==> src/rtl/disparity_pkg.sv <==
// Shared types and defaults for the disparity frame writer.
package disparity_pkg;

   localparam int IMG_W       = 320;  // default pixels per line
   localparam int IMG_H       = 240;  // default lines per frame
   localparam int DMAX        = 64;   // largest disparity the core produces
   localparam int WORD_ADDR_W = 20;   // default memory word-address width

   typedef logic [7:0] disp_t;

   // One buffered SRAM write at the default address width.
   typedef struct packed {
      logic [WORD_ADDR_W-1:0] addr;
      logic [15:0]            data;
   } wr_word_t;

   typedef enum logic [1:0] {
      IDLE  = 2'd0,
      RUN   = 2'd1,
      DRAIN = 2'd2
   } state_t;

   // Counter width that never collapses to zero bits for tiny parameters.
   function automatic int clog2_min1(input int value);
      return (value <= 2) ? 1 : $clog2(value);
   endfunction

endpackage

==> src/rtl/disparity_word_fifo.sv <==
// Synchronous first-word-fall-through FIFO with a flush that empties it in one cycle.
module disparity_word_fifo #(
   parameter int WIDTH = 36,
   parameter int DEPTH = 8
) (
   input  logic             clk,
   input  logic             rst_n,
   input  logic             flush,
   input  logic             push,
   input  logic [WIDTH-1:0] push_data,
   input  logic             pop,
   output logic [WIDTH-1:0] pop_data,
   output logic             full,
   output logic             empty
);

   localparam int AW = $clog2(DEPTH);

   logic [WIDTH-1:0] mem [DEPTH];
   logic [AW:0]      wr_ptr;
   logic [AW:0]      rd_ptr;
   logic             wr_en;
   logic             rd_en;

   assign empty    = (wr_ptr == rd_ptr);
   assign full     = (wr_ptr[AW] != rd_ptr[AW]) && (wr_ptr[AW-1:0] == rd_ptr[AW-1:0]);
   assign pop_data = mem[rd_ptr[AW-1:0]];

   // A push into a full FIFO is accepted only when the head leaves in the same cycle.
   always_comb begin
      rd_en = pop && !empty;
      wr_en = push && (!full || rd_en);
   end

   // Pointer update; flush overrides any push/pop in the same cycle.
   always_ff @(posedge clk or negedge rst_n) begin
      // NOTE: sequential state uses non-blocking assignments so every flop samples pre-edge values.
      if (!rst_n) begin
         wr_ptr <= '0;
         rd_ptr <= '0;
      end else if (flush) begin
         wr_ptr <= '0;
         rd_ptr <= '0;
      end else begin
         if (wr_en) wr_ptr <= wr_ptr + 1'b1;
         if (rd_en) rd_ptr <= rd_ptr + 1'b1;
      end
   end

   // Storage write.
   always_ff @(posedge clk) begin
      // NOTE: storage has no reset; the pointers alone define which entries are valid.
      if (wr_en) mem[wr_ptr[AW-1:0]] <= push_data;
   end

endmodule

==> src/rtl/disparity_frame_writer.sv <==
// Packs raster-order disparity pixels into 16-bit pairs and writes them to frame memory.
module disparity_frame_writer
   import disparity_pkg::*;
#(
   parameter int IMG_W      = disparity_pkg::IMG_W,
   parameter int IMG_H      = disparity_pkg::IMG_H,
   parameter int BASE_ADDR  = 0,
   parameter int ADDR_W     = 20,
   parameter int FIFO_DEPTH = 8
) (
   input  logic              i_clk,
   input  logic              i_rst_n,
   input  logic              i_frame_start,
   input  logic              i_valid,
   input  disp_t             i_disparity,
   output logic              o_wr_req,
   output logic [ADDR_W-1:0] o_wr_addr,
   output logic [15:0]       o_wr_data,
   input  logic              i_wr_ack,
   output logic              o_frame_done,
   output logic              o_overflow
);

   localparam int XW = clog2_min1(IMG_W);
   localparam int YW = clog2_min1(IMG_H);
   localparam int EW = ADDR_W + 16;
   localparam logic [XW-1:0] X_LAST = XW'(IMG_W - 1);
   localparam logic [YW-1:0] Y_LAST = YW'(IMG_H - 1);

   typedef struct packed {
      logic [ADDR_W-1:0] addr;
      logic [15:0]       data;
   } entry_t;

   state_t            state;
   logic [XW-1:0]     x_cnt;
   logic [YW-1:0]     y_cnt;
   logic [ADDR_W-1:0] addr_cnt;
   disp_t             even_pix;

   entry_t            push_entry;
   logic [EW-1:0]     head_bits;
   entry_t            head_entry;
   logic              accept_pix;
   logic              last_pix;
   logic              push_req;
   logic              push_ok;
   logic              drop;
   logic              stage_free;
   logic              fifo_pop;
   logic              fifo_full;
   logic              fifo_empty;

   assign head_entry = entry_t'(head_bits);

   // Pixel acceptance, word formation, FIFO handshakes; frame_start blocks pixel, pop and ack.
   always_comb begin
      // NOTE: every signal gets an unconditional value here, so no latch can be inferred.
      accept_pix = (state == RUN) && i_valid && !i_frame_start;
      last_pix   = accept_pix && (x_cnt == X_LAST) && (y_cnt == Y_LAST);
      push_req   = accept_pix && x_cnt[0];
      push_entry = '{addr: addr_cnt, data: {i_disparity, even_pix}};
      stage_free = !o_wr_req || i_wr_ack;
      fifo_pop   = stage_free && !fifo_empty && !i_frame_start;
      push_ok    = push_req && (!fifo_full || fifo_pop);
      drop       = push_req && !push_ok;
   end

   disparity_word_fifo #(
      .WIDTH (EW),
      .DEPTH (FIFO_DEPTH)
   ) u_fifo (
      .clk       (i_clk),
      .rst_n     (i_rst_n),
      .flush     (i_frame_start),
      .push      (push_ok),
      .push_data (push_entry),
      .pop       (fifo_pop),
      .pop_data  (head_bits),
      .full      (fifo_full),
      .empty     (fifo_empty)
   );

   // Frame FSM: pixel position, running word address, pair register, done pulse, overflow flag.
   always_ff @(posedge i_clk or negedge i_rst_n) begin
      if (!i_rst_n) begin
         state        <= IDLE;
         x_cnt        <= '0;
         y_cnt        <= '0;
         addr_cnt     <= '0;
         even_pix     <= '0;
         o_overflow   <= 1'b0;
         o_frame_done <= 1'b0;
      end else begin
         o_frame_done <= 1'b0;
         if (i_frame_start) begin
            state      <= RUN;
            x_cnt      <= '0;
            y_cnt      <= '0;
            addr_cnt   <= ADDR_W'(BASE_ADDR);
            even_pix   <= '0;
            o_overflow <= 1'b0;
         end else begin
            if (drop) o_overflow <= 1'b1;
            case (state)
               RUN: begin
                  if (accept_pix) begin
                     if (!x_cnt[0]) even_pix <= i_disparity;
                     else           addr_cnt <= addr_cnt + 1'b1;
                     if (last_pix) begin
                        x_cnt <= '0;
                        state <= DRAIN;
                     end else if (x_cnt == X_LAST) begin
                        x_cnt <= '0;
                        y_cnt <= y_cnt + 1'b1;
                     end else begin
                        x_cnt <= x_cnt + 1'b1;
                     end
                  end
               end
               DRAIN: begin
                  if (fifo_empty && !o_wr_req) begin
                     state        <= IDLE;
                     o_frame_done <= 1'b1;
                  end
               end
               default: ;
            endcase
         end
      end
   end

   // Registered write port: reload from the FIFO head whenever the stage is empty or acked.
   always_ff @(posedge i_clk or negedge i_rst_n) begin
      if (!i_rst_n) begin
         o_wr_req  <= 1'b0;
         o_wr_addr <= '0;
         o_wr_data <= '0;
      end else if (i_frame_start) begin
         o_wr_req  <= 1'b0;
      end else if (stage_free) begin
         o_wr_req <= !fifo_empty;
         if (!fifo_empty) begin
            o_wr_addr <= head_entry.addr;
            o_wr_data <= head_entry.data;
         end
      end
   end

endmodule
==> config.mk <==
export PLATFORM = sky130hd
export DESIGN_NAME = disparity_frame_writer
export DESIGN_NICKNAME = d
export VERILOG_FILES = /design/src/rtl/disparity_pkg.sv /design/src/rtl/disparity_word_fifo.sv /design/src/rtl/disparity_frame_writer.sv
export SDC_FILE = /design/constraint.sdc
export NUM_CORES = 1
export LEC_CHECK = 0
export BUFFER_PORTS_ARGS = -buffer_cell sky130_fd_sc_hd__buf_4
export CAP_MARGIN = 5
export CORE_MARGIN = 10
export CORE_UTILIZATION = 25
export CTS_BUF_LIST = sky130_fd_sc_hd__clkbuf_4
export CTS_CLUSTER_DIAMETER = 150
export DETAILED_ROUTE_END_ITERATION = 6
export SYNTH_ARGS = -nofsm -noshare
export SYNTH_HDL_FRONTEND = slang
export SYNTH_HIERARCHICAL = 1
export SYNTH_SLANG_ARGS = --single-unit
==> constraint.sdc <==
create_clock -name i_clk -period 18.3 [get_ports i_clk]
set_input_delay 2.745 -clock i_clk [delete_from_list [all_inputs] [get_ports i_clk]]
set_output_delay 2.745 -clock i_clk [all_outputs]
set_load 0.05 [all_outputs]
==> results.txt <==
Outcome - finished, final reports clean
Critical path's top delay family - buffers and inverters
Initial antenna violation count - 2
Buffers and inverters on the worst path - 3
Final Hold Fails - 0
Via count - 7,956
Site row count - 90
Die W - 267 µm
Antenna Nets Post-Route - 0
Core ar. - 60,200 µm²
First-pass DRT Iterations - 5
CP Launch Type - input port
Synth Instances - 827
F_max - 0.180 GHz
TNS Setup - 0 ns
Setup repair bufs after CTS - 0
Starting Density - 0.252
Drt via density - 4.38
Maxcap violations - 0
Worst setup EP type - flip-flop
GR Util met3 - 0.0239
EDFF count, synth - 288
HPWL after detailed placement - 18.2 mm
First-pass GRT wire length - 50.4 mm
Most common cell after layout, fill and taps aside - edfxtp_1
1st-iter DRT viols - 555
Synth Area per Inst - 18.4 µm²
WHS - 0.506 ns
Yosys warnings - 6
Commonest non-fill, non-tap cells in the layout - edfxtp_1 (288), clkbuf_4 (144), dfrtp_1 (91)
Final Wtd Congestion - 0.704
Sequential cell area fraction in the yosys report - 0.723
WP data arrival - 5.93 ns
Share of layout cells above drive strength 1 - 0.369
Power Density - 105 nW/µm²
Fill cells - 5,927
Clock Latency Late Sink - 0.76 ns
Critical path cell sequence - buf_4, or3_2, buf_4, a211oi_1, o211ai_1, nor2_4, buf_4
Clock-pin slew on the worst setup and hold paths - 0.06 ns
Leak - 6.31 nW
Total GRT Usage - 0.0912
Vias in the first global route - 8,414
Cts-stage hold buffer count - 0
I/O pin count - 52
Final Max Tran Viols - 0
Clock Skew - 0.0398 ns
FF+latch count, synth - 382
Worst path required time - 18.69 ns
Unique cell type count in the Yosys netlist - 52
Synth Net Count - 845
Die footprint - 71,100 µm²
Routed length per placed instance - 17.4 µm
VDD IR max - 0.0000430 V
CTS-repair resized insts - 0
Met1 global-route usage - 0.123
Critical path type - in -> reg
Root Buffer - clkbuf_4
Global route hottest layer - met2
Slowest stage delay, CP - 0.63 ns
GRT overflow - 0
Synth async-reset ratio - 0.246
Main synth FF type - edfxtp_1
Synthesized area - 15,200 µm²
Largest net degree at the start of global routing - 74
Clk sinks - 382
Critical Path Fanout Max - 71
Tcrit/Tclk final - 0.303
Layout Area Growth over Synthesis - 16.8%
Crit path time final - 5.54 ns
Least-Margin Pin Slew - 1.04 ns
Nets - 971
I/O Buffers - 51
CTS tree - built
Met2 GRT Util - 0.140
H-tree levels - 3
Final core occ - 0.295
Setup violators final - 0
Unrepaired setup endpoints after global routing - false
TritonCTS Buffers - 97
Tightest Hold Check Type - reg -> reg
# DRC - 0
Total routed wirelength - 31.6 mm
Most frequent CP cell - buf_4
Critical-path top delay cell - a211oi_1
Max_slew headroom - 0.298
Die Ht - 267 µm
Max clock buf depth - 3
## cell usage after synthesis, types with 11 or more instances
cell type | count | share of area
a21oi_1 | 34 | 0.011
buf_2 | 11 | 0.0036
clkbuf_1 | 15 | 0.0037
dfrtp_1 | 94 | 0.15
edfxtp_1 | 288 | 0.57
inv_1 | 11 | 0.0027
mux2_2 | 72 | 0.053
mux4_2 | 72 | 0.11
nand2_1 | 40 | 0.0099
nand3_1 | 12 | 0.0039
nor2_1 | 23 | 0.0057
nor3_1 | 12 | 0.0039
o21ai_0 | 13 | 0.0043
or3_1 | 11 | 0.0045
xor2_1 | 11 | 0.0063
## cell families after synthesis
| kind of cell | count (synthesis) | share of synthesized area |
|---|---|---|
| flops | 382 | 0.723 |
| mux | 148 | 0.163 |
| simple gates | 147 | 0.0514 |
| compound gates | 74 | 0.0295 |
| buf+inv | 51 | 0.0173 |
| xor+xnor | 20 | 0.0115 |
| fa+ha+maj | 5 | 0.00411 |
## stage by stage
stage | setup WS, ns | std cells | power (mW) | instance area [µm²]
5_1_grt | 12.50 | 1818 | 1.97 | 17800
4_1_cts | 12.77 | 1815 | 1.91 | 17800
3_3_place_gp | 12.11 | 1636 | 1.20 | 16500
6_report | 12.76 | 1818 | 1.87 | 17800
3_5_place_dp | 11.95 | 1636 | 1.20 | 16500
2_1_floorplan | 10.02 | 827 | 1.12 | 15200
## area by class of cell
cell class | count | area (µm²) | area share
sequential | 382 | 11000 | 0.620
multi-input combinational | 394 | 3990 | 0.225
clock buffer | 144 | 1080 | 0.0609
tap | 782 | 978 | 0.0551
timing repair buffer | 66 | 495 | 0.0279
clock inverter | 35 | 156 | 0.00880
inverter | 12 | 45.0 | 0.00254
antenna | 3 | 7.51 | 0.000423
## where the power goes
part           switching [mW]  total, mW  internal [mW]
logic                   0.137      0.196         0.0591
registers              0.0181      0.975          0.957
clock network           0.337      0.700          0.363
total                   0.492       1.87           1.38
## metal layers
layer	up-vias	routed length (µm)
li1	3630	-
met1	4075	14200
met2	194	14900
met3	57	1920
met4	0	631
met5	-	0
## state kept, by name, indices dropped and copies added (netlist names)
register       flops
y_cnt              8
o_overflow         1
o_frame_done       1
u_fifo/rd_ptr      4
o_wr_data         16
u_fifo/wr_ptr      4
o_wr_req           1
u_fifo/mem       288
state              2
even_pix           8
addr_cnt          20
o_wr_addr         20
x_cnt              9
## final timing paths
kind	end	cells past startpoint	slack, ns	startpoint
min in group asynchronous	o_wr_addr[6]	1	1.90	i_rst_n
hold / removal	o_wr_data[6]	1	0.51	o_wr_data[6]
setup reg to reg	u_fifo/mem[3][34]	9	13.93	u_fifo/rd_ptr[1]
setup / recovery	u_fifo/mem[3][34]	7	12.76	i_frame_start
hold reg to reg	o_wr_data[6]	1	0.51	o_wr_data[6]
max in group asynchronous	u_fifo/rd_ptr[0]	2	14.98	i_rst_n
Power figures use the tool's default switching activity.
